$ cat config.mk
export PLATFORM = sky130hd
export DESIGN_NAME = jtag_master_flat
export DESIGN_NICKNAME = d
export VERILOG_FILES = /design/src/rtl/jtag_pkg.sv /design/src/rtl/jtag_master_if.sv /design/src/rtl/jtag_tap_tracker.sv /design/src/rtl/jtag_master.sv /design/src/flat_wrapper.sv
export SDC_FILE = /design/constraint.sdc
export NUM_CORES = 1
export LEC_CHECK = 0
export ABC_CLOCK_PERIOD_IN_PS = 4500
export BUFFER_PORTS_ARGS = -buffer_cell sky130_fd_sc_hd__buf_4
export CORE_MARGIN = 10
export CORE_UTILIZATION = 45
export DETAILED_ROUTE_END_ITERATION = 8
export PLACE_DENSITY = 0.7
export REMOVE_ABC_BUFFERS = 1
export SYNTH_ARGS = -nofsm -noshare
export SYNTH_HDL_FRONTEND = slang
export SYNTH_SLANG_ARGS = --single-unit
$ cat constraint.sdc
create_clock -name CLK -period 4.5 [get_ports CLK]
set_clock_uncertainty 0.1 [all_clocks]
set_input_delay 1.125 -clock CLK [delete_from_list [all_inputs] [get_ports CLK]]
set_output_delay 1.125 -clock CLK [all_outputs]
set_load 0.02 [all_outputs]
$ cat src/rtl/jtag_pkg.sv
`default_nettype none
// ============================================================================
// jtag_pkg : TAP state codes, op codes and TMS patterns for jtag_master
// Rev 1.0
// ============================================================================
package jtag_pkg;

  localparam logic [3:0] c_TAP_EX2DR = 4'h0;
  localparam logic [3:0] c_TAP_EX1DR = 4'h1;
  localparam logic [3:0] c_TAP_SHDR  = 4'h2;
  localparam logic [3:0] c_TAP_PAUDR = 4'h3;
  localparam logic [3:0] c_TAP_SELIR = 4'h4;
  localparam logic [3:0] c_TAP_UPDDR = 4'h5;
  localparam logic [3:0] c_TAP_CAPDR = 4'h6;
  localparam logic [3:0] c_TAP_SELDR = 4'h7;
  localparam logic [3:0] c_TAP_EX2IR = 4'h8;
  localparam logic [3:0] c_TAP_EX1IR = 4'h9;
  localparam logic [3:0] c_TAP_SHIR  = 4'hA;
  localparam logic [3:0] c_TAP_PAUIR = 4'hB;
  localparam logic [3:0] c_TAP_RTI   = 4'hC;
  localparam logic [3:0] c_TAP_UPDIR = 4'hD;
  localparam logic [3:0] c_TAP_CAPIR = 4'hE;
  localparam logic [3:0] c_TAP_TLR   = 4'hF;

  localparam logic [1:0] c_OP_TAP_RESET = 2'd0;
  localparam logic [1:0] c_OP_IDLE      = 2'd1;
  localparam logic [1:0] c_OP_SHIFT_IR  = 2'd2;
  localparam logic [1:0] c_OP_SHIFT_DR  = 2'd3;

  // TMS patterns are stored with the first TCK in bit 0
  localparam logic [5:0] c_TMS_RESET  = 6'b011111;
  localparam logic [3:0] c_TMS_PRE_IR = 4'b0011;
  localparam logic [2:0] c_TMS_PRE_DR = 3'b001;
  localparam logic [1:0] c_TMS_POST   = 2'b01;

  localparam logic [4:0] c_LAST_RESET  = 5'd5;
  localparam logic [4:0] c_LAST_PRE_IR = 5'd3;
  localparam logic [4:0] c_LAST_PRE_DR = 5'd2;
  localparam logic [4:0] c_LAST_POST   = 5'd1;

  typedef enum logic [2:0] {
    ST_IDLE  = 3'd0,
    ST_PRE   = 3'd1,
    ST_SHIFT = 3'd2,
    ST_POST  = 3'd3,
    ST_DONE  = 3'd4
  } ctrl_state_t;

  function automatic logic [3:0] tap_next(input logic [3:0] s, input logic tms);
    logic [3:0] n;
    n = c_TAP_TLR;
    case (s)
      c_TAP_TLR:   n = tms ? c_TAP_TLR   : c_TAP_RTI;
      c_TAP_RTI:   n = tms ? c_TAP_SELDR : c_TAP_RTI;
      c_TAP_SELDR: n = tms ? c_TAP_SELIR : c_TAP_CAPDR;
      c_TAP_CAPDR: n = tms ? c_TAP_EX1DR : c_TAP_SHDR;
      c_TAP_SHDR:  n = tms ? c_TAP_EX1DR : c_TAP_SHDR;
      c_TAP_EX1DR: n = tms ? c_TAP_UPDDR : c_TAP_PAUDR;
      c_TAP_PAUDR: n = tms ? c_TAP_EX2DR : c_TAP_PAUDR;
      c_TAP_EX2DR: n = tms ? c_TAP_UPDDR : c_TAP_SHDR;
      c_TAP_UPDDR: n = tms ? c_TAP_SELDR : c_TAP_RTI;
      c_TAP_SELIR: n = tms ? c_TAP_TLR   : c_TAP_CAPIR;
      c_TAP_CAPIR: n = tms ? c_TAP_EX1IR : c_TAP_SHIR;
      c_TAP_SHIR:  n = tms ? c_TAP_EX1IR : c_TAP_SHIR;
      c_TAP_EX1IR: n = tms ? c_TAP_UPDIR : c_TAP_PAUIR;
      c_TAP_PAUIR: n = tms ? c_TAP_EX2IR : c_TAP_PAUIR;
      c_TAP_EX2IR: n = tms ? c_TAP_UPDIR : c_TAP_SHIR;
      c_TAP_UPDIR: n = tms ? c_TAP_SELDR : c_TAP_RTI;
      default:     n = c_TAP_TLR;
    endcase
    return n;
  endfunction

endpackage
`default_nettype wire

$ cat src/rtl/jtag_master_if.sv
`default_nettype none
// ============================================================================
// jtag_master_if : command/response handshake and JTAG pins of jtag_master
// Rev 1.0
// ============================================================================
interface jtag_master_if;
  logic        cmd_valid;
  logic        cmd_ready;
  logic [1:0]  cmd_op;
  logic [4:0]  cmd_len;
  logic [31:0] cmd_data;
  logic        rsp_valid;
  logic [31:0] rsp_data;
  logic        tck;
  logic        tms;
  logic        tdi;
  logic        tdo;
  logic [3:0]  tap_state;

  modport slave (
    input  cmd_valid, cmd_op, cmd_len, cmd_data, tdo,
    output cmd_ready, rsp_valid, rsp_data, tck, tms, tdi, tap_state
  );

  modport master (
    output cmd_valid, cmd_op, cmd_len, cmd_data, tdo,
    input  cmd_ready, rsp_valid, rsp_data, tck, tms, tdi, tap_state
  );
endinterface
`default_nettype wire

$ cat src/rtl/jtag_tap_tracker.sv
`default_nettype none
// ============================================================================
// jtag_tap_tracker : follows the IEEE TAP state graph on each TCK rising edge
// Rev 1.0
// ============================================================================
module jtag_tap_tracker
  import jtag_pkg::*;
(
  input  logic       CLK,
  input  logic       RESET,
  input  logic       tms,
  input  logic       tck_rise,
  output logic [3:0] tap_state
);

  logic [3:0] r_state;

  always_ff @(posedge CLK or posedge RESET) begin
    if (RESET) begin
      r_state <= c_TAP_TLR;
    end else if (tck_rise) begin
      r_state <= tap_next(r_state, tms);
    end
  end

  assign tap_state = r_state;

endmodule
`default_nettype wire

$ cat src/rtl/jtag_master.sv
`default_nettype none
// ============================================================================
// jtag_master : command-driven JTAG controller, 32-bit shifts, TCK = CLK/2
// Rev 1.0
// ============================================================================
module jtag_master
  import jtag_pkg::*;
(
  input  logic         CLK,
  input  logic         RESET,
  jtag_master_if.slave bus
);

  ctrl_state_t r_state, w_state_nxt;
  logic [4:0]  r_cnt, w_cnt_nxt, w_last;
  logic [1:0]  r_op, w_op_nxt;
  logic [4:0]  r_len, w_len_nxt;
  logic [31:0] r_data, w_data_nxt, r_rsp;
  logic        r_boot, r_tck, r_tms, r_tdi;
  logic        w_active, w_rise, w_accept;
  logic [3:0]  w_tap_state;

  function automatic logic tms_of(input ctrl_state_t st, input logic [4:0] cnt,
                                  input logic [1:0] op, input logic [4:0] len);
    logic t;
    t = 1'b0;
    case (st)
      ST_PRE:
        case (op)
          c_OP_TAP_RESET: t = c_TMS_RESET[cnt[2:0]];
          c_OP_SHIFT_IR:  t = c_TMS_PRE_IR[cnt[1:0]];
          c_OP_SHIFT_DR:  t = c_TMS_PRE_DR[cnt[1:0]];
          default:        t = 1'b0;
        endcase
      ST_SHIFT: t = (cnt == len);
      ST_POST:  t = c_TMS_POST[cnt[0]];
      default:  t = 1'b0;
    endcase
    return t;
  endfunction

  assign w_active = (r_state == ST_PRE) || (r_state == ST_SHIFT) || (r_state == ST_POST);
  assign w_rise   = w_active && !r_tck;
  assign w_accept = (r_state == ST_IDLE) && bus.cmd_valid;

  // Index of the final TCK in the current segment
  always_comb begin
    w_last = c_LAST_POST;
    case (r_state)
      ST_PRE:
        case (r_op)
          c_OP_TAP_RESET: w_last = c_LAST_RESET;
          c_OP_IDLE:      w_last = r_len;
          c_OP_SHIFT_IR:  w_last = c_LAST_PRE_IR;
          default:        w_last = c_LAST_PRE_DR;
        endcase
      ST_SHIFT: w_last = r_len;
      default:  w_last = c_LAST_POST;
    endcase
  end

  always_comb begin
    w_state_nxt = r_state;
    w_cnt_nxt   = r_cnt;
    w_op_nxt    = r_op;
    w_len_nxt   = r_len;
    w_data_nxt  = r_data;
    case (r_state)
      ST_IDLE:
        if (w_accept) begin
          w_state_nxt = ST_PRE;
          w_cnt_nxt   = '0;
          w_op_nxt    = bus.cmd_op;
          w_len_nxt   = bus.cmd_len;
          w_data_nxt  = bus.cmd_data;
        end
      ST_PRE, ST_SHIFT, ST_POST:
        // Segments advance at the end of each TCK high phase
        if (r_tck) begin
          if (r_cnt == w_last) begin
            w_cnt_nxt = '0;
            if (r_state == ST_SHIFT)
              w_state_nxt = ST_POST;
            else if (r_state == ST_POST)
              w_state_nxt = ST_DONE;
            else if ((r_op == c_OP_SHIFT_IR) || (r_op == c_OP_SHIFT_DR))
              w_state_nxt = ST_SHIFT;
            else if (r_boot)
              w_state_nxt = ST_IDLE;
            else
              w_state_nxt = ST_DONE;
          end else begin
            w_cnt_nxt = r_cnt + 5'd1;
          end
        end
      ST_DONE: w_state_nxt = ST_IDLE;
      default: w_state_nxt = ST_IDLE;
    endcase
  end

  // Reset leaves the controller in the first low phase of its own TAP reset run
  always_ff @(posedge CLK or posedge RESET) begin
    if (RESET) begin
      r_state <= ST_PRE;
      r_cnt   <= '0;
      r_op    <= c_OP_TAP_RESET;
      r_len   <= '0;
      r_data  <= '0;
      r_boot  <= 1'b1;
      r_tck   <= 1'b0;
      r_tms   <= 1'b1;
      r_tdi   <= 1'b0;
      r_rsp   <= '0;
    end else begin
      r_state <= w_state_nxt;
      r_cnt   <= w_cnt_nxt;
      r_op    <= w_op_nxt;
      r_len   <= w_len_nxt;
      r_data  <= w_data_nxt;
      r_tck   <= w_rise;
      r_tms   <= tms_of(w_state_nxt, w_cnt_nxt, w_op_nxt, w_len_nxt);
      r_tdi   <= (w_state_nxt == ST_SHIFT) ? w_data_nxt[w_cnt_nxt] : 1'b0;
      if (w_accept) begin
        r_boot <= 1'b0;
        r_rsp  <= '0;
      end else if (w_rise && (r_state == ST_SHIFT)) begin
        r_rsp[r_cnt] <= bus.tdo;
      end
    end
  end

  jtag_tap_tracker u_tracker (
    .CLK       (CLK),
    .RESET     (RESET),
    .tms       (r_tms),
    .tck_rise  (w_rise),
    .tap_state (w_tap_state)
  );

  assign bus.cmd_ready = (r_state == ST_IDLE);
  assign bus.rsp_valid = (r_state == ST_DONE);
  assign bus.rsp_data  = r_rsp;
  assign bus.tck       = r_tck;
  assign bus.tms       = r_tms;
  assign bus.tdi       = r_tdi;
  assign bus.tap_state = w_tap_state;

endmodule
`default_nettype wire

$ cat src/flat_wrapper.sv
// flat-port wrapper written by rule: the top's interface ports become plain ports
module jtag_master_flat import jtag_pkg::*;
  (CLK, RESET, bus_cmd_valid, bus_cmd_op, bus_cmd_len, bus_cmd_data, bus_tdo, bus_cmd_ready, bus_rsp_valid, bus_rsp_data, bus_tck, bus_tms, bus_tdi, bus_tap_state);
  jtag_master_if bus_i ();
  input  logic CLK;
  input  logic RESET;
  input wire logic [$bits(bus_i.cmd_valid)-1:0] bus_cmd_valid;
  input wire logic [$bits(bus_i.cmd_op)-1:0] bus_cmd_op;
  input wire logic [$bits(bus_i.cmd_len)-1:0] bus_cmd_len;
  input wire logic [$bits(bus_i.cmd_data)-1:0] bus_cmd_data;
  input wire logic [$bits(bus_i.tdo)-1:0] bus_tdo;
  output wire logic [$bits(bus_i.cmd_ready)-1:0] bus_cmd_ready;
  output wire logic [$bits(bus_i.rsp_valid)-1:0] bus_rsp_valid;
  output wire logic [$bits(bus_i.rsp_data)-1:0] bus_rsp_data;
  output wire logic [$bits(bus_i.tck)-1:0] bus_tck;
  output wire logic [$bits(bus_i.tms)-1:0] bus_tms;
  output wire logic [$bits(bus_i.tdi)-1:0] bus_tdi;
  output wire logic [$bits(bus_i.tap_state)-1:0] bus_tap_state;
  assign bus_i.cmd_valid = bus_cmd_valid;
  assign bus_i.cmd_op = bus_cmd_op;
  assign bus_i.cmd_len = bus_cmd_len;
  assign bus_i.cmd_data = bus_cmd_data;
  assign bus_i.tdo = bus_tdo;
  assign bus_cmd_ready = bus_i.cmd_ready;
  assign bus_rsp_valid = bus_i.rsp_valid;
  assign bus_rsp_data = bus_i.rsp_data;
  assign bus_tck = bus_i.tck;
  assign bus_tms = bus_i.tms;
  assign bus_tdi = bus_i.tdi;
  assign bus_tap_state = bus_i.tap_state;
  jtag_master u_core (.CLK(CLK), .RESET(RESET), .bus(bus_i));
endmodule
==> qor.yml <==
drc: 0
post_cts.repair.setup_buffers: 0
ant_nets: 0
required_ns: 4.69
antenna_cells: 0
setup_tns_ns: 0
r2r_slack_ns: 0.81
tritoncts: "built"
routed_wl_um: 10800
powerDensity_mw_per_mm2: 725
max_slew.worst_pin.slew_ns: 1.07
synth-edff-count: 0
ios: 84
hold_buffers: 0
globalRouteOverflowTotal: 0
grt_pass1_vias: 3584
fin_area_sq_mm: 0.00545
vias: 3538
fp-row-count: 36
path_clk_slew_ns: 0.09
h-tree-depth: 3
start_kind: "register"
ys_seq_area_frac: 0.483
die_w_um: 120
ctsResizeCount: 0
timing.hold.ws_ns: 0.388
end_kind: "register"
syn_inst: 452
antenna_found_initial: 0
ir_drop_uv: 300
clockBufferDepth: 2
track_usage: 0.151
grt_pass1_wl_um: 18200
clk_latency_ns: 0.35
drtIter0Drc: 249
die_area_sq_mm: 0.0145
synthTopCellsByArea: "dfrtp_1, mux2_2, nand2_1"
max_freq_ghz: 0.271
leakage_nw: 2.44
fin_util: 0.558
syn_area_sq_mm: 0.00452
die_h_um: 120
cp_max_fo: 16
period_minus_slack_ns: 3.69
cts_root_buffer: "clkbuf_8"
worst-setup-path-type: "reg -> reg"
crit_start: "u_core.r_state[0]"
synthFlopType: "dfrtp_1"
rsz0062_at_grt: "false"
dr.pass1.iters: 4
r2r_start: "u_core.r_state[0]"
synth_area_per_cell_sq_um: 10.0
routed_via_density: 5.38
grt_max_degree: 63
nets: 567
coreArea_sq_mm: 0.00977
async_reset_ff_frac: 1.00
min_from: "u_core.r_boot"
cts_buffers: 9
synth_cell_types: 55
hold_violations: 0
post_drt_wl_per_cell_um: 16.4
fin_crit_sh: 0.821
initial_core_util: 0.463
clkSinkCount: 87
numPortBuffers: 83
hold_path.class: "reg -> reg"
dp_hpwl_um: 7920
status: "finished, final reports clean"
synth_top_area_frac: 0.442
yosys.area.top_type: "dfrtp_1"
timing.critical_path.arrival_ns: 3.88
syn2layout_area_growth_pct: 20.5
yosys_warnings: 0
placed_area_sq_mm: 0.00522
cap_violations: 0
post_route_cells_drive_above_1_share: 0.312
maxSlewViolCount: 0
finalSetupViolCount: 0
gpl.final_weighted_congestion: 0.816
ys_ff_latch: 87
slew_headroom: 0.288
cell usage in the layout (no fill, tap or decap), types with 2 or more instances in the layout:
cell type  synthesis  routed
nor3_1             8       8
a21oi_1           42      42
o22ai_1            3       3
bufinv_16          0       2
and2_2             1       2
nor2_1            18      18
o21ai_1            3       3
xnor2_1            2       2
nor3b_1            6       6
inv_1             13      12
buf_4              2      87
clkbuf_8           0      11
mux2i_1           20      20
a211oi_1           3       3
mux2_2            38      38
ha_1               4       4
or2_2              2       2
nand2b_1           5       5
and3_1             2       2
nand2_1           76      76
nand3_1           32      32
mux4_1             3       3
dfrtp_1           80      80
o31ai_4            2       2
clkinv_4           0       2
xor2_1             5       5
and2_1             6       5
nand4_1            2       2
dfstp_2            7       7
o21ai_0           10      10
nand3b_1           2       2
a31oi_1            2       2
nor2b_1            4       4
path summary, 6_finish.rpt:
path	to	depth (start not counted)
max reg2reg	u_core.bus.tdi	10
min in group asynchronous	u_core.bus.rsp_data[31]	2
min reg2reg	u_core.r_boot	1
max	u_core.bus.tdi	10
min	u_core.r_boot	1
max in group asynchronous	u_core.r_data[0]	3
Yosys cell counts, drive strengths merged, types with 4 or more instances:
master / number
a21oi: 42
and2: 7
buf: 10
clkbuf: 20
dfrtp: 80
dfstp: 7
ha: 4
inv: 13
mux2: 39
mux2i: 20
mux4: 4
nand2: 76
nand2b: 5
nand3: 32
nor2: 18
nor2b: 4
nor3: 8
nor3b: 6
o21ai: 13
xor2: 5
cell type report:
type / count / area, sq um
clock buffers: 12 / 155
clock inverters: 4 / 77.6
fillers: 851 / 4320
inverters: 14 / 53.8
multi-input cells: 321 / 2160
flip-flops and latches: 87 / 2190
well taps: 133 / 166
repair buffers: 87 / 653
routing by layer:
metal	global-route usage	share of wire	wire length, um
met5	0	0	0
met3	0.0484	0.073	784
met4	0.0422	0.0068	73
met2	0.239	0.48	5210
met1	0.195	0.44	4750
metrics by stage:
step / power [mW] / cells / setup slack [ns]
2_1_floorplan: 2.73 / 422 / 0.405
3_3_place_gp: 3.29 / 642 / 0.930
3_5_place_dp: 3.38 / 642 / 0.792
4_1_cts: 4.01 / 658 / 0.771
5_1_grt: 4.25 / 658 / 0.542
6_report: 3.95 / 658 / 0.805
registers in the layout, summed over array words and instances (netlist names):
signal,flops
u_core.bus.rsp_data,32
u_core.r_data,32
u_core.r_cnt,5
u_core.r_len,5
u_core.u_tracker.tap_state,4
u_core.r_state,3
u_core.r_op,2
u_core.bus.tck,1
u_core.bus.tdi,1
u_core.bus.tms,1
u_core.r_boot,1
worst max-delay path: stages (launching register included):
cell and delay, ns:
dfstp_2 0.64, and2b_2 0.26, o21ai_1 0.25, xor2_1 0.13, a21oi_1 0.24, o31ai_4 0.14, o31ai_4 0.80, mux2i_1 0.18
mux4_2 0.52, nor3b_1 0.19, o31a_1 0.18
power breakdown:
part	internal [mW]	switching, mW	leakage, nW
Combinational	0.908	1.01	1.23
Clock	0.345	0.274	0.117
Sequential	1.16	0.264	1.09
Total	2.41	1.55	2.44
cell families (layout without fill, tap and decap cells):
family / after synthesis / in the layout / share of synthesized area
AND/OR/NAND/NOR: 171 / 171 / 0.182
AO/OA/AOI/OAI: 75 / 75 / 0.101
flip-flops: 87 / 87 / 0.483
buffers and inverters: 44 / 117 / 0.0406
multiplexers: 63 / 63 / 0.165
XOR/XNOR: 8 / 8 / 0.0171
adder cells (fa/ha/maj): 4 / 4 / 0.0111
No activity file was read; power rests on OpenSTA's default activity.
